<file path="config.mk">
export PLATFORM = sky130hd
export DESIGN_NAME = adc_frame_buffer_flat
export DESIGN_NICKNAME = d
export VERILOG_FILES = /design/src/rtl/adc_frame_buffer_if.sv /design/src/rtl/adc_frame_buffer.sv /design/src/flat_wrapper.sv
export SDC_FILE = /design/constraint.sdc
export NUM_CORES = 1
export LEC_CHECK = 0
export BUFFER_PORTS_ARGS = -buffer_cell sky130_fd_sc_hd__buf_2
export CAP_MARGIN = 25
export CORE_ASPECT_RATIO = 0.7
export CORE_MARGIN = 3
export CORE_UTILIZATION = 40
export CTS_CLUSTER_SIZE = 40
export DETAILED_ROUTE_END_ITERATION = 10
export PLACE_DENSITY = 0.66
export RECOVER_POWER = 100
export SYNTH_ARGS = -nofsm -noshare
export SYNTH_HDL_FRONTEND = slang
export SYNTH_SLANG_ARGS = --single-unit
</file>
<file path="constraint.sdc">
create_clock -name clk -period 2.3 [get_ports clk]
set_input_delay 0.345 -clock clk [delete_from_list [all_inputs] [get_ports clk]]
set_output_delay 0.345 -clock clk [all_outputs]
set_load 0.01 [all_outputs]
</file>
<file path="src/rtl/adc_frame_buffer_if.sv">
// adc_frame_buffer_if: the ADC capture buffer's bus.
//   master: ADC front end / AGC readout side (drives arm, samples, reads, release)
//   slave : adc_frame_buffer
// Signals
//   arm, in_valid, in_data          capture side
//   rd_en, rd_addr, frame_release   readout side ("release" is an SV keyword,
//                                   so the consumer-done pulse is frame_release)
//   rd_data, rd_valid               registered read return
//   frame_ready, busy, overrun      status
//   peak_abs                        max |sample| of the current/last frame
interface adc_frame_buffer_if #(
  parameter int DATA_W = 16,
  parameter int ADDR_W = 6
);
  logic              arm;
  logic              in_valid;
  logic [DATA_W-1:0] in_data;
  logic              rd_en;
  logic [ADDR_W-1:0] rd_addr;
  logic              frame_release;
  logic [DATA_W-1:0] rd_data;
  logic              rd_valid;
  logic              frame_ready;
  logic              busy;
  logic              overrun;
  logic [DATA_W-1:0] peak_abs;

  modport master (
    output arm, in_valid, in_data, rd_en, rd_addr, frame_release,
    input  rd_data, rd_valid, frame_ready, busy, overrun, peak_abs
  );

  modport slave (
    input  arm, in_valid, in_data, rd_en, rd_addr, frame_release,
    output rd_data, rd_valid, frame_ready, busy, overrun, peak_abs
  );
endinterface

</file>
<file path="src/rtl/adc_frame_buffer.sv">
// adc_frame_buffer: single-clock capture buffer for one ADC frame.
// Captures FRAME_LEN signed samples into internal RAM (FILL), then holds the
// frame for random-access readout (READY) until frame_release. With AUTO_ARM=1
// the block re-enters FILL by itself after reset and after each release;
// with AUTO_ARM=0 it waits in IDLE for an arm pulse.
// Ports
//   clk    rising-edge clock
//   rst_n  asynchronous active-low reset
//   bus    adc_frame_buffer_if.slave (see interface file)
// Build option
//   ADC_FRAME_PEAK_EN  when defined, peak_abs tracks max |sample| of the frame
//                      (most negative code saturates to the max positive code);
//                      otherwise peak_abs is tied to 0.
module adc_frame_buffer #(
  parameter int DATA_W    = 16,
  parameter int ADDR_W    = 6,
  parameter int FRAME_LEN = 52,
  parameter int AUTO_ARM  = 1
) (
  input logic               clk,
  input logic               rst_n,
  adc_frame_buffer_if.slave bus
);
  localparam logic [1:0] S_IDLE  = 2'd0;
  localparam logic [1:0] S_FILL  = 2'd1;
  localparam logic [1:0] S_READY = 2'd2;

  localparam int                LW        = ADDR_W + 1;
  localparam logic [ADDR_W-1:0] LAST_ADDR = ADDR_W'(FRAME_LEN - 1);
  localparam logic [ADDR_W:0]   LEN       = LW'(FRAME_LEN);

  logic [1:0]        state;
  logic [ADDR_W-1:0] wr_ptr;
  logic [DATA_W-1:0] mem [2**ADDR_W];
  logic [DATA_W-1:0] rd_data_q;
  logic              rd_valid_q;
  logic              overrun_q;
  logic              wr_en, rd_acc, go_fill;

  assign wr_en  = (state == S_FILL)  && bus.in_valid;
  assign rd_acc = (state == S_READY) && bus.rd_en;
  // Every transition into FILL; used to restart the pointer and the peak.
  assign go_fill = ((state == S_IDLE)  && ((AUTO_ARM != 0) || bus.arm)) ||
                   ((state == S_READY) && bus.frame_release && (AUTO_ARM != 0));

  always_ff @(posedge clk or negedge rst_n) begin
    if (!rst_n) begin
      state     <= S_IDLE;
      wr_ptr    <= '0;
      overrun_q <= 1'b0;
    end else begin
      case (state)
        S_IDLE: if (go_fill) begin
          state  <= S_FILL;
          wr_ptr <= '0;
        end
        S_FILL: if (wr_en) begin
          wr_ptr <= wr_ptr + 1'b1;
          if (wr_ptr == LAST_ADDR) state <= S_READY;
        end
        S_READY: begin
          if (bus.in_valid) overrun_q <= 1'b1;
          // Leaving READY wins over a same-cycle overrun sample.
          if (bus.frame_release) begin
            overrun_q <= 1'b0;
            wr_ptr    <= '0;
            state     <= (AUTO_ARM != 0) ? S_FILL : S_IDLE;
          end
        end
        default: state <= S_IDLE;
      endcase
    end
  end

  // RAM: no reset, contents undefined after rst_n.
  always_ff @(posedge clk) begin
    if (wr_en) mem[wr_ptr] <= bus.in_data;
  end

  // Registered read; rd_data holds when no read is accepted.
  always_ff @(posedge clk or negedge rst_n) begin
    if (!rst_n) begin
      rd_data_q  <= '0;
      rd_valid_q <= 1'b0;
    end else begin
      rd_valid_q <= rd_acc;
      if (rd_acc) rd_data_q <= ({1'b0, bus.rd_addr} < LEN) ? mem[bus.rd_addr] : '0;
    end
  end

  assign bus.rd_data     = rd_data_q;
  assign bus.rd_valid    = rd_valid_q;
  assign bus.frame_ready = (state == S_READY);
  assign bus.busy        = (state == S_FILL);
  assign bus.overrun     = overrun_q;

`ifdef ADC_FRAME_PEAK_EN
  localparam logic [DATA_W-1:0] MAX_POS = {1'b0, {(DATA_W-1){1'b1}}};

  logic [DATA_W-1:0] in_abs, peak_q;

  // |x| with the most negative code saturated (its negation does not fit).
  always_comb begin
    in_abs = bus.in_data;
    if (bus.in_data[DATA_W-1])
      in_abs = (bus.in_data == ~MAX_POS) ? MAX_POS : (~bus.in_data + 1'b1);
  end

  always_ff @(posedge clk or negedge rst_n) begin
    if (!rst_n)                          peak_q <= '0;
    else if (go_fill)                    peak_q <= '0;
    else if (wr_en && (in_abs > peak_q)) peak_q <= in_abs;
  end

  assign bus.peak_abs = peak_q;
`else
  assign bus.peak_abs = '0;
`endif
endmodule

</file>
<file path="src/flat_wrapper.sv">
// flat-port wrapper written by rule: the top's interface ports become plain ports
module adc_frame_buffer_flat 
#(
  parameter int DATA_W    = 16,
  parameter int ADDR_W    = 6,
  parameter int FRAME_LEN = 52,
  parameter int AUTO_ARM  = 1
)
  (clk, rst_n, bus_arm, bus_in_valid, bus_in_data, bus_rd_en, bus_rd_addr, bus_frame_release, bus_rd_data, bus_rd_valid, bus_frame_ready, bus_busy, bus_overrun, bus_peak_abs);
  adc_frame_buffer_if #(.DATA_W(DATA_W), .ADDR_W(ADDR_W)) bus_i ();
  input logic clk;
  input logic rst_n;
  input wire logic [$bits(bus_i.arm)-1:0] bus_arm;
  input wire logic [$bits(bus_i.in_valid)-1:0] bus_in_valid;
  input wire logic [$bits(bus_i.in_data)-1:0] bus_in_data;
  input wire logic [$bits(bus_i.rd_en)-1:0] bus_rd_en;
  input wire logic [$bits(bus_i.rd_addr)-1:0] bus_rd_addr;
  input wire logic [$bits(bus_i.frame_release)-1:0] bus_frame_release;
  output wire logic [$bits(bus_i.rd_data)-1:0] bus_rd_data;
  output wire logic [$bits(bus_i.rd_valid)-1:0] bus_rd_valid;
  output wire logic [$bits(bus_i.frame_ready)-1:0] bus_frame_ready;
  output wire logic [$bits(bus_i.busy)-1:0] bus_busy;
  output wire logic [$bits(bus_i.overrun)-1:0] bus_overrun;
  output wire logic [$bits(bus_i.peak_abs)-1:0] bus_peak_abs;
  assign bus_i.arm = bus_arm;
  assign bus_i.in_valid = bus_in_valid;
  assign bus_i.in_data = bus_in_data;
  assign bus_i.rd_en = bus_rd_en;
  assign bus_i.rd_addr = bus_rd_addr;
  assign bus_i.frame_release = bus_frame_release;
  assign bus_rd_data = bus_i.rd_data;
  assign bus_rd_valid = bus_i.rd_valid;
  assign bus_frame_ready = bus_i.frame_ready;
  assign bus_busy = bus_i.busy;
  assign bus_overrun = bus_i.overrun;
  assign bus_peak_abs = bus_i.peak_abs;
  adc_frame_buffer #(.DATA_W(DATA_W), .ADDR_W(ADDR_W), .FRAME_LEN(FRAME_LEN), .AUTO_ARM(AUTO_ARM)) u_core (.clk(clk), .rst_n(rst_n), .bus(bus_i));
endmodule
</file>
# Yosys cells after proc, flatten, opt, wreduce, memory -nomap -nowiden
# Memory sizes are Yosys's and may differ from the RTL's.
# Index checks and enable logic that the tools add are counted.
# classes
n_addsub	1
n_mul	0
n_div	0
n_lt_le_gt_ge	1
n_eq_ne	7
shifts	0
n_mux	14
bitwise_logic	0
reduce_logical	10
# op_table
cell	n
$mux W6	3
$pmux W6 S3	1
$mux W16	1
$mux W2	4
$reduce_and A4 Y1	2
$add A6 B1 Y6 const B	1
$eq A6 B6 Y1 const B	1
$lt A6 B6 Y1 const B	1
$ne A2 B1 Y1 const B	3
$pmux W2 S3	1
$mux W1	4
$logic_and A1 B1 Y1	3
$reduce_bool A3 Y1	1
$eq A2 B1 Y1 const B	1
$eq A2 B2 Y1 const B	1
$logic_not A2 Y1	1
$ne A2 B2 Y1 const B	1
$reduce_and A2 Y1	1
$reduce_bool A2 Y1	1
$logic_or A1 B1 Y1	1
# totals
reg_bits	26
latchBits	0
ram_bits	1024
mem_bits_ro	0
out_inout_bits	36
elab_cells	39
n_memories	1
# memory_table
memory	depth	width	read_ports	rd_ports_with_merged_regs	write_ports	line	rtl
u_core.mem	64	16	1	0	1	adc_frame_buffer.sv:34	logic [DATA_W-1:0] mem [2**ADDR_W];

# Depth between registers and ports, before layout
# logic_depth
word_depth	5
ltp_mapped	9
depth_no_buf	6

# Least setup slack after synthesis
# Ideal clock, no wire load.
# synth_timing
path_type	flip-flop to flip-flop
from	register u_core.state[1]
to	memory u_core.mem[30][0], enable pin
setup_time_ns	0.389
arrival_ns	2.019
t_required_ns	1.911
setup_slack_ns	-0.107
stages_incl_launch_ff	7
synth_period_minus_slack_ns	2.407
cell_sequence	dfrtp_1 -> nand2b_1 -> inv_1 -> nand2_1 -> nor2_1 -> nand3_1 -> nor2_1
# synth_between
elab_chain_len	4
# synth_lines
element	line	rtl
from (decl)	adc_frame_buffer.sv:32	logic [1:0] state;
from (signal assigned)	adc_frame_buffer.sv:67	state <= (AUTO_ARM != 0) ? S_FILL : S_IDLE;
$eq A2 B1 Y1	--	
named net bus_busy	flat_wrapper.sv:22	output wire logic [$bits(bus_i.busy)-1:0] bus_busy;
$logic_and A1 B1 Y1	adc_frame_buffer.sv:40	assign wr_en = (state == S_FILL) && bus.in_valid;
$mux W1	adc_frame_buffer.sv:77	if (wr_en) mem[wr_ptr] <= bus.in_data;
$mux W1 (not written as such)	adc_frame_buffer.sv:77	
to (decl)	adc_frame_buffer.sv:34	
# The timed path passes the listed nets, and every way through them passes these cells.

# Worst setup path in the final report
# layout_timing
from	memory u_core.mem[23][12]
to	register u_core.rd_data_q[12], in the netlist u_core.bus.rd_data[12]
# layout_between
elab_chain_len	2
# layout_lines
element	line	rtl
$mem_v2 Z64 W16	--	
$mux W16	adc_frame_buffer.sv:87	if (rd_acc) rd_data_q <= ({1'b0, bus.rd_addr} < LEN) ? mem[bus.rd_addr] : '0;
to (signal assigned)	adc_frame_buffer.sv:87	
to (decl)	adc_frame_buffer.sv:35	logic [DATA_W-1:0] rd_data_q;
# No other way between the ends.
# A chain may end at the register's enable or synchronous reset.

==> results.sh <==
export IMPL_status="finished, violations left"
export IMPL_violated_checks="capacitance limit, slew limit"
export IMPL_first_pass_grt_wire_length_mm=128.6
export IMPL_final_min_period_over_clock_period_pct=99.07
export IMPL_max_freq_mhz=438.9
export IMPL_effective_utilization_at_floorplan_pct=40.78
export IMPL_slew_headroom_pct=-17.65
export IMPL_critPathKind="reg2reg"
export IMPL_place_detailed_instances=3011
export IMPL_num_rows=90
export IMPL_synth_seq_cells=922
export IMPL_grt_max_degree=57
export IMPL_finalWirelength_mm=88.83
export IMPL_leakagePower_nw=13.59
export IMPL_power_switching_share_pct=22.72
export IMPL_viasPerCell=5.725
export IMPL_cts_buffer_depth=3
export IMPL_endpoint_with_the_worst_hold_slack="u_core.bus.overrun"
export IMPL_p_per_area_nw_per_um2=843.4
export IMPL_mappedNetlistArea_um2=35540
export IMPL_drt_wirelength_per_cell_um=28.09
export IMPL_finalPower_w=0.03520
export IMPL_layout_nets=1974
export IMPL_final_critical_path_setup_slack_ps=21.43
export IMPL_floorplan_core_area_um2=87160
export IMPL_hold_start="bus_in_valid"
export IMPL_hold_depth=3
export IMPL_cp_max_fo=1
export IMPL_vias=18100
export IMPL_drt_iter0_drc=2611
export IMPL_slew_violations=110
export IMPL_pin_count=64
export IMPL_clk_root_buffer_cell="sky130_fd_sc_hd__clkbuf_16"
export IMPL_vdd_ir_drop_worst_mv=0.5415
export IMPL_die_area_um2=92530
export IMPL_drt_drc_violations_left=0
export IMPL_internal_power_w=0.02720
export IMPL_grt_setup_unrepaired="false"
export IMPL_holdCritPathClass="in2reg"
export IMPL_final_worst_clock_skew_ps=21.52
export IMPL_timing_final_hold_violations=0
export IMPL_htreeDepth=3
export IMPL_cts_tree="yes"
export IMPL_initial_antenna_violation_count=2
export IMPL_worst_r2r_cell_count=6
export IMPL_hold_ws_ps=50.66
export IMPL_tritoncts_num_sinks=922
export IMPL_synth_edf_count=896
export IMPL_min_period_ps=2279
export IMPL_clockPowerShare_pct=37.7
export IMPL_die_height_um=255.4
export IMPL_yosysWarningCount=0
export IMPL_maxCapViolations=4
export IMPL_fillCellCount=7094
export IMPL_syn_mean_instance_area_um2=21.23
export IMPL_post_layout_nonfiller_instances=3162
export IMPL_worst_setup_path_end_kind="register"
export IMPL_detail_route_antenna_nets=0
export IMPL_detail_route_first_pass_iterations=5
export IMPL_grt_overflow=0
export IMPL_postCtsSetupBuffers=0
export IMPL_gpl_final_weighted_congestion=0.8802
export IMPL_die_width_um=362.3
export IMPL_data_required_time_of_the_critical_path_ps=2830
export IMPL_synth_cells=1674
export IMPL_clock_buffers_created_by_tritoncts=80
export IMPL_netSwitchingPower_w=0.007997
export IMPL_detailedPlacementHpwl_mm=57.15
export IMPL_postSynth_topFlopCell="sky130_fd_sc_hd__edfxtp_1"
export IMPL_clk_pin_slew_ps=60
export IMPL_timing_worst_slew_pin_value_ps=1765
export IMPL_worstPathArrival_ps=2810
export IMPL_synth_seq_area_share_pct=77.53
export IMPL_terminus_of_the_critical_flop_to_flop_path="u_core.bus.rd_data[12]"
export IMPL_setup_violations=0
export IMPL_multiInputGateArea_um2=7427
export IMPL_post_place_ws_ps=-269.6
export IMPL_final_layout_size_suffix_gt1_share_pct=27.71
export IMPL_synth_cell_types=46
export IMPL_reg_power_share_pct=54.4
export IMPL_timing_rr_start="u_core.mem[23][12]"
export IMPL_globalRouteTotalUtil_pct=19.19
export IMPL_worst_skew_pair_latency_ps=670
export IMPL_gate_power_share_pct=7.9
export IMPL_timing_reg2reg_setup_slack_ps=20
export IMPL_place_port_buffers=46
export IMPL_async_flop_share_pct=2.820
export IMPL_worst_setup_path_start_kind="register"
export IMPL_grt_pass1_vias=17880
export IMPL_area_sequential_um2=27560
export IMPL_syn2layout_area_growth_pct=17.42
-- per-stage QoR --
stage | setup TNS (ps) | cell area (µm²) | utilization, %
floorplan | -29680 | 35620 | -
finish | 0 | 41740 | 47.88
CTS | 0 | 41950 | 48.13
global route | 0 | 41730 | 47.88
global placement | -2700 | 39380 | 45.18
detailed placement | -2941 | 39380 | 45.18
-- worst max path at each step --
| stage | start | endpoint | cells after the start |
|---|---|---|---|
| after global routing | u_core.state[1] | u_core.mem[25][12] | 6 |
| after CTS | u_core.mem[22][11] | u_core.bus.rd_data[11] | 7 |
| after detailed placement | bus_rd_addr[0] | u_core.bus.rd_data[3] | 8 |
| final | u_core.mem[23][12] | u_core.bus.rd_data[12] | 6 |
| after global placement | bus_rd_addr[0] | u_core.bus.rd_data[3] | 8 |
| after floorplan | u_core.state[1] | u_core.mem[30][0] | 6 |
-- power by group through the flow --
stage	registers [W]	logic [W]	clock network (W)
after global placement	0.0194	0.00276	0
final	0.0191	0.00278	0.0133
after global routing	0.0192	0.00296	0.0141
after detailed placement	0.0195	0.00282	0
after floorplan	0.0194	0.00142	0
after CTS	0.0191	0.00283	0.0135
-- state kept, by name, summed over array words and instances (netlist names) --
register,flops
u_core.bus.overrun,1
u_core.bus.rd_valid,1
u_core.state,2
u_core.mem,896
u_core.bus.rd_data,16
u_core.wr_ptr,6
-- cell usage in the layout, fill, tap and decap left out, types with 13 or more instances in the layout --
cell and instances:
sky130_fd_sc_hd__edfxtp_1 896, sky130_fd_sc_hd__mux4_2 183, sky130_fd_sc_hd__buf_4 132, sky130_fd_sc_hd__mux2i_1 85
sky130_fd_sc_hd__clkbuf_16 80, sky130_fd_sc_hd__clkbuf_1 67, sky130_fd_sc_hd__buf_12 66, sky130_fd_sc_hd__nor2_1 56
sky130_fd_sc_hd__a22oi_1 44, sky130_fd_sc_hd__nand2_1 40, sky130_fd_sc_hd__a21oi_1 34, sky130_fd_sc_hd__dfrtp_1 26
sky130_fd_sc_hd__o21ai_0 24, sky130_fd_sc_hd__a211oi_1 20, sky130_fd_sc_hd__o22ai_1 19, sky130_fd_sc_hd__o221ai_1 16
sky130_fd_sc_hd__conb_1 16, sky130_fd_sc_hd__clkinv_1 16, sky130_fd_sc_hd__buf_2 16, sky130_fd_sc_hd__a211o_1 13
sky130_fd_sc_hd__clkbuf_2 13
-- cells by family after synthesis --
group / count (synthesis) / synth area share, %
other cells: 1 / 0.01055
fa+ha+maj: 1 / 0.03520
buf+inv: 111 / 1.862
flops: 922 / 77.53
simple gates: 156 / 2.010
mux: 277 / 14.44
compound gates: 206 / 4.111
-- final cells by class --
cell class	instances	area share, %
antenna	2	0.01199
clock buffer	113	5.261
clock inverter	34	0.8574
inverter	4	0.03598
multi-input combinational	656	17.80
sequential	922	66.03
tap	1150	3.448
timing repair buffer	281	6.563
-- synthesized netlist by cell type, drive strengths merged, types with 16 or more instances --
cell	n	area share (%)
o22ai	19	0.33
nor2	67	0.71
a22oi	44	0.93
dfrtp	26	1.8
mux4	187	12
nand2	41	0.43
buf	78	1.5
a21oi	36	0.51
edfxtp	896	76
mux2i	85	2.4
a211oi	27	0.65
o21ai	26	0.37
clkbuf	29	0.31
o221ai	16	0.39
-- what timing repair did --
item                       4_1_cts  5_1_grt
hold endpoints to repair        27        0
hold buffers                     2        0
resized for setup                0        7
setup endpoints to repair        0      305
-- metal layers --
layer	GRT usage, %	vias up	part of all wire [%]
met2	27.48	903	44
met1	28.96	9557	43
li1	-	7526	-
met4	3.970	2	1.8
met3	6.041	114	12
met5	0	-	0.010
-- worst max-delay path: stages, from the launching register on --
cell	delay (ps)
sky130_fd_sc_hd__edfxtp_1	370
sky130_fd_sc_hd__mux4_2	510
sky130_fd_sc_hd__a22o_1	360
sky130_fd_sc_hd__a211oi_1	380
sky130_fd_sc_hd__buf_4	190
sky130_fd_sc_hd__a31oi_1	50
sky130_fd_sc_hd__a211o_1	310
Note: power is estimated with default switching activity, not from simulation.
